## src/rtl/sorter_arbiter.sv

```systemverilog
// Round-robin front end sharing one multicycle nth_smallest sorter among
// NUM_REQ requesters; a watchdog drops jobs whose result never returns.
module sorter_arbiter #(
    parameter int MAX_NUM_SIZE   = 32,
    parameter int NUM_REQ        = 4,
    parameter int TIMEOUT_CYCLES = 16
) (
    input  logic                                        clk_in,
    input  logic                                        rst_in,
    input  logic [NUM_REQ-1:0]                          req_valid_in,
    input  logic [NUM_REQ-1:0][3:0][MAX_NUM_SIZE-1:0]   req_numbers_in,
    input  logic [NUM_REQ-1:0][1:0]                     req_index_in,
    output logic [NUM_REQ-1:0]                          req_ready_out,
    output logic [NUM_REQ-1:0]                          resp_valid_out,
    output logic [MAX_NUM_SIZE-1:0]                     resp_nth_min_out,
    output logic [1:0]                                  resp_num_of_mins_out,
    output logic [3:0][MAX_NUM_SIZE-1:0]                resp_sorted_out,
    output logic                                        timeout_out,
    output logic                                        sort_valid_out,
    output logic [3:0][MAX_NUM_SIZE-1:0]                sort_numbers_out,
    output logic [1:0]                                  sort_index_out,
    input  logic                                        sort_busy_in,
    input  logic                                        sort_valid_in,
    input  logic [MAX_NUM_SIZE-1:0]                     sort_nth_min_in,
    input  logic [1:0]                                  sort_num_of_mins_in,
    input  logic [3:0][MAX_NUM_SIZE-1:0]                sort_sorted_in,
    output logic [1:0]                                  state_out
);

    localparam int ID_W = (NUM_REQ > 1) ? $clog2(NUM_REQ) : 1;
    localparam int WD_W = $clog2(TIMEOUT_CYCLES + 1);

    typedef enum logic [1:0] {
        IDLE    = 2'd0,
        LAUNCH  = 2'd1,
        WAIT    = 2'd2,
        DELIVER = 2'd3
    } state_t;

    state_t                          state;
    logic [ID_W-1:0]                 ptr;
    logic [ID_W-1:0]                 id_q;
    logic [3:0][MAX_NUM_SIZE-1:0]    num_q;
    logic [1:0]                      idx_q;
    logic [WD_W-1:0]                 wdog;

    logic                            grant_found;
    logic [ID_W-1:0]                 grant_id;
    logic [ID_W-1:0]                 cand;
    logic [ID_W-1:0]                 ptr_next;

    // Handshake: a requester holds req_valid_in and its operands until it sees
    // its req_ready_out pulse; operands are captured on the edge that raises
    // that pulse, so the requester may change or drop them from then on.
    always_comb begin
        grant_found = 1'b0;
        grant_id    = '0;
        cand        = '0;
        for (int k = 0; k < NUM_REQ; k++) begin
            cand = ID_W'((int'(ptr) + k) % NUM_REQ);
            if (!grant_found && req_valid_in[cand]) begin
                grant_found = 1'b1;
                grant_id    = cand;
            end
        end
    end

    assign ptr_next = ID_W'((int'(grant_id) + 1) % NUM_REQ);

    // Latched operands stay on the sorter bus for the whole job.
    assign sort_numbers_out = num_q;
    assign sort_index_out   = idx_q;
    assign state_out        = state;

    always_ff @(posedge clk_in) begin
        if (rst_in) begin
            state                <= IDLE;
            ptr                  <= '0;
            id_q                 <= '0;
            num_q                <= '0;
            idx_q                <= '0;
            wdog                 <= '0;
            req_ready_out        <= '0;
            resp_valid_out       <= '0;
            resp_nth_min_out     <= '0;
            resp_num_of_mins_out <= '0;
            resp_sorted_out      <= '0;
            timeout_out          <= 1'b0;
            sort_valid_out       <= 1'b0;
        end else begin
            req_ready_out  <= '0;
            resp_valid_out <= '0;
            timeout_out    <= 1'b0;
            sort_valid_out <= 1'b0;
            case (state)
                IDLE: begin
                    if (grant_found) begin
                        req_ready_out[grant_id] <= 1'b1;
                        num_q                   <= req_numbers_in[grant_id];
                        idx_q                   <= req_index_in[grant_id];
                        id_q                    <= grant_id;
                        ptr                     <= ptr_next;
                        state                   <= LAUNCH;
                    end
                end
                LAUNCH: begin
                    if (!sort_busy_in) begin
                        sort_valid_out <= 1'b1;
                        wdog           <= '0;
                        state          <= WAIT;
                    end
                end
                WAIT: begin
                    // Result pulse is raised here so it lands one cycle after the sorter's valid.
                    if (sort_valid_in) begin
                        resp_valid_out[id_q] <= 1'b1;
                        resp_nth_min_out     <= sort_nth_min_in;
                        resp_num_of_mins_out <= sort_num_of_mins_in;
                        resp_sorted_out      <= sort_sorted_in;
                        state                <= DELIVER;
                    end else if (wdog == WD_W'(TIMEOUT_CYCLES - 1)) begin
                        timeout_out <= 1'b1;
                        state       <= IDLE;
                    end else begin
                        wdog <= wdog + 1'b1;
                    end
                end
                DELIVER: begin
                    state <= IDLE;
                end
                default: begin
                    state <= IDLE;
                end
            endcase
        end
    end

endmodule

```

## config.mk

```make
export PLATFORM = sky130hd
export DESIGN_NAME = sorter_arbiter
export DESIGN_NICKNAME = d
export VERILOG_FILES = /design/src/rtl/sorter_arbiter.sv
export SDC_FILE = /design/constraint.sdc
export NUM_CORES = 1
export LEC_CHECK = 0
export ABC_CLOCK_PERIOD_IN_PS = 1700
export BUFFER_PORTS_ARGS = -buffer_cell sky130_fd_sc_hd__buf_2
export CAP_MARGIN = 10
export CORE_AREA = 2 2 389 391
export DETAILED_ROUTE_END_ITERATION = 6
export DIE_AREA = 0 0 391 393
export PLACE_DENSITY = 0.32
export SETUP_SLACK_MARGIN = 0.1
export SLEW_MARGIN = 10
export SYNTH_ARGS = -nofsm -noshare
export SYNTH_HDL_FRONTEND = slang
export SYNTH_SLANG_ARGS = --single-unit
```

## constraint.sdc

```tcl
create_clock -name clk_in -period 1.7 [get_ports clk_in]
set_input_delay 0.34 -clock clk_in [delete_from_list [all_inputs] [get_ports clk_in]]
set_output_delay 0.34 -clock clk_in [all_outputs]
set_load 0.02 [all_outputs]
```

==> impl_metrics.toml <==
[run_status]
status = "complete, but fails checks"
violations = "setup timing"

[die]
rows = 142
ios = 994
fp.dieH_um = 393
fp.dieW_um = 391
dieArea_sq_mm = 0.154
initial_core_util = 0.0971
core_sq_mm = 0.149

[critical_path]
critPathCaptureType = "register"
cp-start-kind = "register"
path_max_fanout = 14
critPathKind = "reg2reg"
worstPathArrival_ns = 2.33
reg2regPathDepth = 7
cp.required_ns = 2.18

[power_and_ir_drop]
switching_share = 0.335
clock_power_share = 0.379
ir_drop_v = 0.000687
pwr-share-seq = 0.310
internal-power_w = 0.0184
combPwrFrac = 0.311
p_sw_w = 0.00927
p_leak_nw = 14.5
pwr_density_cell_mw_per_mm2 = 840

[sta]
setup_viol = 114
max_freq_mhz = 542
hold_viol = 0
period_minus_slack_ns = 1.85
tns_ns = -6.64
whs_ns = 0.0369
clock_skew_ns = 0.0444
worst_slew_pin_slew_ns = 0.704
finalWorstSetupSlack_ns = -0.146
slew_viol_final = 0
period_share = 1.09
slew_headroom = 0.530
rsz0062_at_grt = "true"

[placement]
dp_worst_setup_slack_ns = -0.623
placed_cells = 4486
portBuffers = 993
hpwl_um = 86000
place_congestion = 0.829

[synthesis]
postSynthCellCount = 1544
synth-seq-cells = 313
synthXorXnorAreaFrac = 0.00121
synth_edf_count = 0
synth_compound_area_frac = 0.275
yosysSeqAreaShare = 0.432
synthSimpleGateAreaFrac = 0.113
synthDistinctLibCells = 48
synthAdderAreaFrac = 0.00259
syn_avg_cell_area_sq_um = 9.38
netlist_area_sq_mm = 0.0145
syn_nets = 2237
ys.flop_type = "dfxtp_1"
synth_top_family_by_area = "compound AO/OA/AOI/OAI gates"
muxShareOfSynthArea = 0.0898
ys_async_sr_fraction = 0
ys_warn_count = 0

[detailed_routing]
drtAntennaViolNets = 0
drtIter0Drc = 521
viasPerCell = 3.57
wire_per_inst_um = 22.1
firstDrtPassIters = 5
wirelength_um = 115000
vias = 18572
drc = 0

[grt]
gr-total-overflow = 0
grt_pass1_vias = 19231
grt_max_degree = 105
antenna_found_initial = 40
grt_pass1_wl_um = 144000
track_usage = 0.133

[finish]
regArea_sq_mm = 0.00629
mostFrequentLayoutCells = "buf_2, dlygate4sd3_1, dfxtp_1"
drive_gt1_frac = 0.529
area_growth_syn_to_layout_pct = 128
fillers = 16453
nNetsFinal = 3905
multi_input_area_sq_mm = 0.00841
fin_cells = 5206
final_common_cell = "buf_2"

[min_path]
hold_depth = 3
min_path_type = "in2reg"

[clock_tree]
clk_pin_slew_worst_paths_ns = 0.06
cts_buffers = 45
cts_tree = "built"
cts_htree_levels = 2
clock-sinks = 313
clk_latency_ns = 0.64
clock_path_buffers = 3
cts_root_buf = "clkbuf_16"

[flow_run]
drv_cap = 0
## state kept, by name, indices dropped and copies added (netlist names), 2 cells and up
register / count
sort_numbers_out: 128
resp_nth_min_out: 32
ptr: 2
id_q: 2
req_ready_out: 4
resp_valid_out: 4
resp_sorted_out: 128
state_out: 2
sort_index_out: 2
wdog: 5
resp_num_of_mins_out: 2
## layout make-up
type	count	share of cell area
Sequential cell	313	0.191
Tap cell	1944	0.0737
Antenna cell	14	0.00106
Multi-Input combinational cell	991	0.255
Timing Repair Buffer	1753	0.418
Inverter	108	0.0124
Clock inverter	15	0.00812
Clock buffer	68	0.0410
## critical path, cell delays in order, from the launching register on
cell,delay (ns)
dfxtp_4,0.39
a21boi_1,0.07
o32a_2,0.38
buf_12,0.18
buf_6,0.19
mux2i_2,0.20
buf_4,0.16
o221ai_2,0.08
## worst paths after layout
| kind | endpoint | start | slack [ns] |
|---|---|---|---|
| hold / removal | sort_numbers_out[6] | req_numbers_in[390] | 0.04 |
| hold reg to reg | resp_sorted_out[108] | resp_sorted_out[108] | 0.44 |
| setup reg to reg | sort_numbers_out[17] | ptr[1] | -0.15 |
| setup / recovery | sort_numbers_out[17] | ptr[1] | -0.15 |
## per-layer routing
| layer | global-route usage | share of wire |
|---|---|---|
| met5 | 0 | 0.00085 |
| met4 | 0.0437 | 0.036 |
| met3 | 0.0470 | 0.081 |
| met2 | 0.244 | 0.51 |
| met1 | 0.140 | 0.37 |
## power groups by stage
stage	Combinational, W	Sequential (W)	Clock [W]
6_report	0.00861	0.00858	0.0105
5_1_grt	0.00911	0.00867	0.0112
4_1_cts	0.00826	0.00859	0.0110
3_5_place_dp	0.00651	0.00871	0
3_3_place_gp	0.00651	0.00873	0
2_1_floorplan	0.00254	0.00938	0
## logic make-up after synthesis
kind of cell / after synthesis
xor gates and xnor gates: 2
and+or+nand+nor: 407
DFF: 313
buffers and inverters: 240
muxes: 130
adders and majority gates: 3
AOI/OAI and AO/OA: 449
## synth_stat cells (2+ instances only)
| cell | n | area, sq um |
|---|---|---|
| a22oi_2 | 83 | 1040 |
| nor3_1 | 6 | 30.0 |
| buf_4 | 26 | 195 |
| nor4b_1 | 2 | 17.5 |
| dfxtp_1 | 313 | 6270 |
| o21ai_0 | 5 | 25.0 |
| o21ai_1 | 2 | 10.0 |
| a22oi_1 | 47 | 353 |
| nand2_1 | 363 | 1360 |
| ha_1 | 3 | 37.5 |
| o221ai_1 | 22 | 193 |
| buf_12 | 10 | 200 |
| xor2_1 | 2 | 17.5 |
| buf_6 | 4 | 45.0 |
| nand4_1 | 2 | 12.5 |
| o221ai_2 | 80 | 1200 |
| clkbuf_1 | 55 | 206 |
| a21oi_1 | 171 | 856 |
| mux2i_1 | 130 | 1300 |
| nor2b_1 | 5 | 31.3 |
| nor2_1 | 12 | 45.0 |
| and3_1 | 3 | 18.8 |
| nor4_1 | 2 | 12.5 |
| o211ai_1 | 30 | 225 |
| inv_1 | 107 | 402 |
| buf_2 | 34 | 170 |
| nand2b_1 | 4 | 25.0 |
## metrics by stage
stage | utilization | total power (W) | cell area (sq um)
floorplan | - | 0.0119 | 14600
global placement | 0.151 | 0.0152 | 22500
detailed placement | 0.151 | 0.0152 | 22500
CTS | 0.206 | 0.0278 | 30700
global route | 0.221 | 0.0290 | 33000
finish | 0.221 | 0.0277 | 33000
## timing repair
item / 4_1_cts / 5_1_grt
resized for setup: 157 / 345
pin swaps: 64 / 148
gates cloned: 12 / 29
endpoints found under the hold margin: 271 / 10
buffers inserted: 23 / 15
endpoints found under the setup margin: 353 / 373
hold buffers: 540 / 10
No activity file was read; power rests on OpenSTA's default activity.
